### config.mk
export PLATFORM = sky130hd
export DESIGN_NAME = led_mode_ctrl
export DESIGN_NICKNAME = d
export VERILOG_FILES = /design/src/rtl/led_pkg.sv /design/src/rtl/key_debounce.sv /design/src/rtl/led_mode_ctrl.sv
export SDC_FILE = /design/constraint.sdc
export NUM_CORES = 1
export LEC_CHECK = 0
export CORE_MARGIN = 2
export CORE_UTILIZATION = 30
export DETAILED_ROUTE_END_ITERATION = 10
export SYNTH_ARGS = -nofsm -noshare
export SYNTH_HDL_FRONTEND = slang
export SYNTH_HIERARCHICAL = 1
export SYNTH_SLANG_ARGS = --single-unit
### constraint.sdc
create_clock -name sys_clk -period 2.2 [get_ports sys_clk]
set_input_delay 0.55 -clock sys_clk [delete_from_list [all_inputs] [get_ports sys_clk]]
set_output_delay 0.55 -clock sys_clk [all_outputs]
set_load 0.05 [all_outputs]
### src/rtl/led_pkg.sv
// Shared definitions for the LED mode controller: mode encoding, the
// 50 MHz-derived timing defaults and the mode sequencing helper.
package led_pkg;

    // Display modes, in the order a key press steps through them.
    typedef enum logic [1:0] {
        MODE_OFF   = 2'd0,
        MODE_BLINK = 2'd1,
        MODE_RUN   = 2'd2,
        MODE_ON    = 2'd3
    } mode_t;

    // 0.5 s pattern step at 50 MHz.
    localparam int DEFAULT_TICK_CYCLES     = 25_000_000;
    // 20 ms debounce window at 50 MHz.
    localparam int DEFAULT_DEBOUNCE_CYCLES = 1_000_000;
    // Flops between the raw key pin and the debouncer.
    localparam int SYNC_STAGES             = 2;

    // Mode that follows cur on an accepted press (OFF -> BLINK -> RUN -> ON -> OFF).
    function automatic mode_t next_mode(input mode_t cur);
        mode_t nxt;
        case (cur)
            MODE_OFF:   nxt = MODE_BLINK;
            MODE_BLINK: nxt = MODE_RUN;
            MODE_RUN:   nxt = MODE_ON;
            default:    nxt = MODE_OFF;
        endcase
        return nxt;
    endfunction

endpackage

### src/rtl/key_debounce.sv
// Key conditioning: brings the asynchronous push button into the clock
// domain, filters contact bounce and emits a single-cycle pulse for each
// accepted press (released-to-pressed transition only).
module key_debounce
    import led_pkg::*;
#(
    parameter int DEBOUNCE_CYCLES = DEFAULT_DEBOUNCE_CYCLES
) (
    input  logic sys_clk,
    input  logic sys_rst_n,
    input  logic key_in,
    output logic key_press
);

    // The counter only has to reach DEBOUNCE_CYCLES-1 before it clears.
    localparam int                CNT_W    = (DEBOUNCE_CYCLES > 2) ? $clog2(DEBOUNCE_CYCLES) : 1;
    localparam logic [CNT_W-1:0]  CNT_LAST = CNT_W'(DEBOUNCE_CYCLES - 1);

    logic [SYNC_STAGES-1:0] sync_reg;
    logic                   sync_key;
    logic                   level_reg;
    logic [CNT_W-1:0]       cnt_reg;
    logic                   press_reg;
    logic                   accept;

    assign sync_key = sync_reg[SYNC_STAGES-1];

    // The change is accepted on the cycle the counter has already seen
    // DEBOUNCE_CYCLES-1 differing samples and the current one still differs.
    assign accept = (sync_key != level_reg) && (cnt_reg == CNT_LAST);

    // Shift the raw key through the synchronizer; idle level is released (1).
    always_ff @(posedge sys_clk or negedge sys_rst_n) begin
        if (!sys_rst_n) begin
            sync_reg <= '1;
        end else begin
            sync_reg <= {sync_reg[SYNC_STAGES-2:0], key_in};
        end
    end

    // Count consecutive samples that disagree with the debounced level and
    // adopt the new level once the disagreement has lasted long enough.
    always_ff @(posedge sys_clk or negedge sys_rst_n) begin
        if (!sys_rst_n) begin
            level_reg <= 1'b1;
            cnt_reg   <= '0;
        end else if (sync_key == level_reg) begin
            cnt_reg   <= '0;
        end else if (accept) begin
            level_reg <= sync_key;
            cnt_reg   <= '0;
        end else begin
            cnt_reg   <= cnt_reg + CNT_W'(1);
        end
    end

    // Pulse on the same edge the debounced level falls; releases are ignored.
    always_ff @(posedge sys_clk or negedge sys_rst_n) begin
        if (!sys_rst_n) begin
            press_reg <= 1'b0;
        end else begin
            press_reg <= accept && level_reg && !sync_key;
        end
    end

    assign key_press = press_reg;

endmodule

### src/rtl/led_mode_ctrl.sv
// Push-button LED demo driver: each debounced press steps the display mode
// (OFF, BLINK, RUN, ON) and an internal pacing tick animates the pattern.
module led_mode_ctrl
    import led_pkg::*;
#(
    parameter int LED_NUM         = 4,
    parameter int TICK_CYCLES     = DEFAULT_TICK_CYCLES,
    parameter int DEBOUNCE_CYCLES = DEFAULT_DEBOUNCE_CYCLES
) (
    input  logic               sys_clk,
    input  logic               sys_rst_n,
    input  logic               key_in,
    output logic [LED_NUM-1:0] led_out,
    output logic [1:0]         mode
);

    localparam int                TICK_W    = (TICK_CYCLES > 2) ? $clog2(TICK_CYCLES) : 1;
    localparam logic [TICK_W-1:0] TICK_LAST = TICK_W'(TICK_CYCLES - 1);

    logic               key_press;
    logic [TICK_W-1:0]  tick_cnt_reg;
    logic               tick;
    mode_t              mode_reg;
    mode_t              mode_next;
    logic [LED_NUM-1:0] led_reg;
    logic [LED_NUM-1:0] entry_pattern;
    logic [LED_NUM-1:0] step_pattern;
    logic [LED_NUM-1:0] rot_next;

    genvar gi;

    key_debounce #(
        .DEBOUNCE_CYCLES (DEBOUNCE_CYCLES)
    ) u_debounce (
        .sys_clk   (sys_clk),
        .sys_rst_n (sys_rst_n),
        .key_in    (key_in),
        .key_press (key_press)
    );

    assign tick = (tick_cnt_reg == TICK_LAST);

    // Free-running pacing counter; a press restarts it so the new mode gets
    // a full step interval before its first animation step.
    always_ff @(posedge sys_clk or negedge sys_rst_n) begin
        if (!sys_rst_n) begin
            tick_cnt_reg <= '0;
        end else if (key_press || tick) begin
            tick_cnt_reg <= '0;
        end else begin
            tick_cnt_reg <= tick_cnt_reg + TICK_W'(1);
        end
    end

    // Running-light rotate left: bit LED_NUM-1 wraps around into bit 0.
    generate
        for (gi = 0; gi < LED_NUM; gi++) begin : g_rot
            assign rot_next[gi] = led_reg[(gi + LED_NUM - 1) % LED_NUM];
        end
    endgenerate

    // Mode that a press would select and the LED image it starts with.
    always_comb begin
        mode_next     = next_mode(mode_reg);
        entry_pattern = '1;
        case (mode_next)
            MODE_OFF:   entry_pattern = '0;
            MODE_RUN:   entry_pattern = LED_NUM'(1);
            default:    entry_pattern = '1;
        endcase
    end

    // LED image after one animation step in the current mode.
    always_comb begin
        step_pattern = led_reg;
        case (mode_reg)
            MODE_BLINK: step_pattern = ~led_reg;
            MODE_RUN:   step_pattern = rot_next;
            default:    step_pattern = led_reg;
        endcase
    end

    // Mode state machine with registered LED drive; a press always takes
    // priority over a coincident tick.
    always_ff @(posedge sys_clk or negedge sys_rst_n) begin
        if (!sys_rst_n) begin
            mode_reg <= MODE_BLINK;
            led_reg  <= '1;
        end else if (key_press) begin
            mode_reg <= mode_next;
            led_reg  <= entry_pattern;
        end else if (tick) begin
            led_reg  <= step_pattern;
        end
    end

    assign led_out = led_reg;
    assign mode    = mode_reg;

endmodule

[Word level (Yosys, flattened, before mapping)]
Cells that the tools add are included.
Storage, ports and cells
  bits in writable memories: 0
  bits in latches: 0
  memories kept: 0
  flip-flop bits (word level): 55
  output and inout bits: 6
  bits in read-only memories: 0
  bits of input ports: 3
Cells by class
  reduce and logical (&&, ||, !) cells: 11
  add/subtract/negate cells: 2
  bitwise logic cells: 2
  equality and inequality tests: 7
  shift-type cells: 0
  divide/modulo/power cells: 0
  order comparisons: 0
  multiplexer cells: 8
  multipliers: 0
Operators by type and width (count)
  20-bit 2-to-1 mux: 2
  25-bit by 1-bit adder with 25-bit output (second input constant): 1
  25-bit equality test (second input constant): 1
  25-bit 2-to-1 mux: 1
  20-bit by 1-bit adder with 20-bit output (second input constant): 1
  20-bit equality test (second input constant): 1
  4-bit one-hot mux with 2 select lines: 2
  4-bit 2-to-1 mux: 2
  2-bit one-hot mux with 3 select lines: 1
  2-bit equality test (second input constant): 2
  2-bit zero test: 2
  4-bit inverter: 1
  2-bit AND reduction: 2
  1-bit logical AND: 3
  3-bit nonzero test: 1
  2-bit by 1-bit equality test with 1-bit output (second input constant): 1
  2-bit nonzero test: 1
  1-bit equality test: 1
  1-bit zero test: 1
  1-bit logical OR: 1
  1-bit != test: 1
  1-bit inverter: 1

[Logic depth before layout (Yosys ltp)]
  depth in word-level cells: 5
  depth in mapped cells: 7

[Cells and area by module]
Netlist, hierarchy kept.
By module, submodules not included
  led_mode_ctrl: seq. area each 782.0 um2, times used 1, cells each 175, area each 1722.9 um2
  key_debounce: seq. area each 604.3 um2, times used 1, cells each 112, area each 1196.1 um2

[Least setup slack after synthesis]
No wires, ideal clock.
  path kind: reg2reg
  start: register mode_reg[1] (netlist: mode[1])
  end: register led_reg[1] (netlist: led_out[1])
  data required time: 2.117 ns
  library setup time: 0.083 ns
  period minus slack after synthesis: 1.960 ns
  cell stages (with the launch flop): 7
  arrival: 1.877 ns
  setup slack: 0.240 ns
  cell sequence: dfrtp_1 ha_1 clkbuf_1 nor2_1 nor3b_1 a31oi_1 a221o_1
Between the ends
  cells in the longest elaborated chain, start to end: 5
  elaborated cells on any way between the ends: 12
RTL lines
  start, declared: line led_mode_ctrl.sv:23  | mode_t mode_reg;
  start signal, assigned: line led_mode_ctrl.sv:90  | mode_reg <= mode_next;
  2-bit equality test (tied with other cells): line led_pkg.sv:23, led_mode_ctrl.sv:76
  2-bit one-hot mux with 3 select lines: line led_pkg.sv:23  | case (cur)
  2-bit equality test / 2-bit zero test (equally long branches): line led_mode_ctrl.sv:66  | case (mode_next)
  4-bit one-hot mux with 2 select lines: line led_mode_ctrl.sv:66
  4-bit 2-to-1 mux: line led_mode_ctrl.sv:89  | end else if (key_press) begin
  end signal, assigned: line led_mode_ctrl.sv:91  | led_reg <= entry_pattern;
  end signal, assigned: line led_mode_ctrl.sv:93  | led_reg <= step_pattern;
  end, declared: line led_mode_ctrl.sv:25  | logic [LED_NUM-1:0] led_reg;
Several ways; a longest one is shown, not always the timed one. The select of a mux whose other input is x is not followed.
A chain may end at the register's enable or synchronous reset.

[Worst setup path after layout]
  start: register mode_reg[1] (netlist: mode[1])
  end: output port mode[1]
RTL lines
  end, declared: line led_mode_ctrl.sv:14  | output logic [1:0] mode
No word-level cell between the ends.

==> reports/metrics.csv <==
stage,metric,value,unit
sta,final_min_period_over_clock_period,95.5,%
sta,finClkSkew,8.01,ps
placed_design,detailedPlacementHpwl,3780,um
floorplan,chipWidth,103,um
yosys,synth-seq-cells,55,
clocking,ctsHtreeMaxLevel,2,
layout,most-common-layout-cells,"sky130_fd_sc_hd__dfrtp_1, sky130_fd_sc_hd__nor2_1, sky130_fd_sc_hd__nand2_1",
critical_path,register_to_register_path_setup_slack,310,ps
placed_design,port_buffers,8,
route,total_via_count_in_the_routed_design,2162,
yosys,syn-num-nets,296,
worst_hold_path,hp-class,input port to async pin,
power,max-vdd-ir-drop,224,uV
route,detail_route.wirelength,5470,um
global_routing,gr-usage-all-layers,11.4,%
power,power-per-cell-area,575,nW/um^2
clocking,cts_tree,done,
sta,slew-limit-headroom,66.9,%
floorplan,die-area,10500,um^2
route,first_pass_iters,4,
clocking,cts.clk_slew.worst_paths,100,ps
critical_path,cp.buffers_inverters,1,
yosys,summed_instance_area_of_the_synthesized_netlist,2920,um^2
critical_path,crit_path_max_fanout,4,
yosys,synth_area_per_cell,10.2,um^2
run_status,outcome,completed,
critical_path,required_worst_endpoint,1650,ps
global_routing,grt-ovfl-total,0,
yosys,synth_top_flop_cell,sky130_fd_sc_hd__dfrtp_1,
layout,mostFrequentLayoutCell,sky130_fd_sc_hd__dfrtp_1,
critical_path,cp.depth,1,
critical_path,r2r_cells,6,
yosys,seq_total_area_yosys,47.5,%
clocking,max-clock-path-buffers,2,
critical_path,cp_slowest_cell,sky130_fd_sc_hd__clkdlybuf4s50_1,
sta,final.setup.tns,0,ps
clocking,cts_sinks,55,
flow_run,max_cap_violations,0,
sta,timing_worst_slew_pin_value,497,ps
floorplan,core_area,9590,um^2
critical_path,timing_worst_setup_path_type,register to output port,
clocking,cts_resized,0,
critical_path,max_stage_delay,820,ps
route,drt_drc_violations_left,0,
global_routing,first_pass_grt_wire_length,9630,um
route,avgRoutedWirePerCell,12.8,um
yosys,synth-async-reset-ratio,100,%
floorplan,total_i_o_pin_count,9,
layout,layout-drive-gt1-share,14.2,%
global_routing,antenna_violations_before_repair,0,
sta,final_critical_path_time_including_i_o_delays_and_setup,2100,ps
critical_path,crit_arrival,1550,ps
sta,slew_viol_final,0,
layout,area.growth.synth_to_final,11.4,%
critical_path,timing.critical_path.cells,clkdlybuf4s50_1,
sta,hold_violation_total_from_the_final_report,0,
critical_path,worstReg2RegEnd,tick_cnt_reg[3]$_DFF_PN0_,
critical_path,setup.worst_path.end_class,output port,
global_routing,grt_pass1_vias,2079,
power,leakage_power_summed_over_all_cells,1.30,nW
route,drt.antenna.violating_nets,0,
critical_path,crit_path_start,mode[1]$_DFFE_PN0P_,
clocking,cts_setup_buffers,0,
critical_path,crit_path_start_kind,register,
critical_path,timing.critical_path.max_delay_family,buffers and inverters,
yosys,synthCells,287,
route,initialDrtViolationCount,103,
yosys,synth.lib_cells_used.distinct,48,
yosys,post_synth_edffs,0,
critical_path,rr_startpoint,tick_cnt_reg[0]$_DFF_PN0_,
sta,timing.fmax,0.476,GHz
layout,largest_register_ff_count,25,
critical_path,cp-endpoint,mode[1],
layout,insertedDiodeCount,0,
clocking,tritoncts.num_buffers,5,
placed_design,final_gp_congestion,0.768,
floorplan,dieHeight,103,um
sta,setup_viol,0,
clocking,cts-root-buf,sky130_fd_sc_hd__clkbuf_8,
clocking,clk_latency,320,ps
global_routing,maximum_number_of_pins_on_one_net_before_global_route_repair,37,
layout,postLayoutCellArea,3250,um^2
floorplan,rows,36,
route,post_drt_via_cell_ratio,5.05,
sta,rsz0062_at_grt,false,
floorplan,floorplan.initialDensity,30.4,%
layout,layout.nets,303,
yosys,yosysWarnings,6,
clocking,post_cts_hold_buffer_count,0,
placed_design,post_dp_cell_area,3120,um^2
## stage by stage
stage / util (%) / instances / setup WS, ps / hold WS (ps) / total power [mW]
2_1_floorplan: - / 287 / 240 / 254 / 1.06
6_report: 33.9 / 428 / 98.0 / 187 / 1.87
3_3_place_gp: 32.5 / 420 / 366 / 347 / 1.09
5_1_grt: 33.9 / 428 / 39.1 / 205 / 1.95
3_5_place_dp: 32.5 / 420 / 324 / 349 / 1.09
4_1_cts: 33.9 / 428 / 84.4 / 198 / 1.90
## how the worst min path moves through the flow
stage | depth (start not counted) | slack, ps | to | from
4_1_cts | 1 | 200 | mode[1]$_DFFE_PN0P_ | sys_rst_n
2_1_floorplan | 0 | 250 | mode[1]$_DFFE_PN0P_ | sys_rst_n
5_1_grt | 1 | 200 | tick_cnt_reg[1]$_DFF_PN0_ | sys_rst_n
3_3_place_gp | 0 | 350 | u_debounce/sync_reg[1]$_DFF_PN1_ | u_debounce/sync_reg[0]$_DFF_PN1_
3_5_place_dp | 0 | 350 | u_debounce/sync_reg[1]$_DFF_PN1_ | u_debounce/sync_reg[0]$_DFF_PN1_
6_report | 1 | 190 | tick_cnt_reg[1]$_DFF_PN0_ | sys_rst_n
## layout make-up
type                       count  area [um^2]
tap                          133          166
inverter                       5         18.8
clock inverter                 3         67.6
fill                         974         6340
multi-input combinational    214         1430
clock buffer                   5         68.8
sequential                    55         1390
timing repair buffer          13          113
## synth_stat cells (4+ instances only)
| library cell | instances | area share [%] |
|---|---|---|
| sky130_fd_sc_hd__o21ai_0 | 4 | 0.69 |
| sky130_fd_sc_hd__nand3_1 | 15 | 2.6 |
| sky130_fd_sc_hd__nor2_1 | 36 | 4.6 |
| sky130_fd_sc_hd__buf_2 | 5 | 0.86 |
| sky130_fd_sc_hd__and4_1 | 6 | 1.8 |
| sky130_fd_sc_hd__and2_1 | 4 | 0.86 |
| sky130_fd_sc_hd__nand4_1 | 14 | 3.0 |
| sky130_fd_sc_hd__dfrtp_1 | 47 | 40 |
| sky130_fd_sc_hd__xnor2_1 | 10 | 3.0 |
| sky130_fd_sc_hd__dfstp_2 | 8 | 7.2 |
| sky130_fd_sc_hd__nor3_1 | 5 | 0.86 |
| sky130_fd_sc_hd__nor4_1 | 6 | 1.3 |
| sky130_fd_sc_hd__or4_1 | 8 | 2.1 |
| sky130_fd_sc_hd__nand2_1 | 21 | 2.7 |
| sky130_fd_sc_hd__inv_1 | 5 | 0.64 |
| sky130_fd_sc_hd__xor2_1 | 19 | 5.7 |
| sky130_fd_sc_hd__o31ai_1 | 13 | 3.3 |
| sky130_fd_sc_hd__a21oi_1 | 10 | 1.7 |
| sky130_fd_sc_hd__ha_1 | 6 | 2.6 |
## logic make-up after synthesis
group	synth area share, %
AO/OA/AOI/OAI	9.86
XOR/XNOR	8.70
adder cells (fa/ha/maj)	2.57
buffers and inverters	3.43
flip-flops	47.5
multiplexers	1.11
AND/OR/NAND/NOR	26.8
## power breakdown
part	leakage, nW	switching [mW]	internal, mW	total (mW)
logic	0.514	0.0349	0.0145	0.0493
clock network	0.0644	0.344	0.454	0.798
registers	0.723	0.00438	1.02	1.02
total	1.30	0.383	1.49	1.87
## worst reg2reg max path, stage by stage, from the launching register on
cell                      delay, ps
sky130_fd_sc_hd__dfrtp_1        410
sky130_fd_sc_hd__ha_1           240
sky130_fd_sc_hd__and4_1         350
sky130_fd_sc_hd__and4_1         260
sky130_fd_sc_hd__a41o_1         200
sky130_fd_sc_hd__buf_4          250
sky130_fd_sc_hd__nor2_1          80
## per-layer routing
layer	GRT usage [%]	wire length, um	up-vias	part of all wire [%]
li1	-	-	1056	-
met5	0	0	-	0
met3	2.51	148	3	2.7
met4	4.51	32	0	0.58
met1	14.9	2680	1070	49
met2	18.3	2610	33	48
No activity file was read; power rests on OpenSTA's default activity.
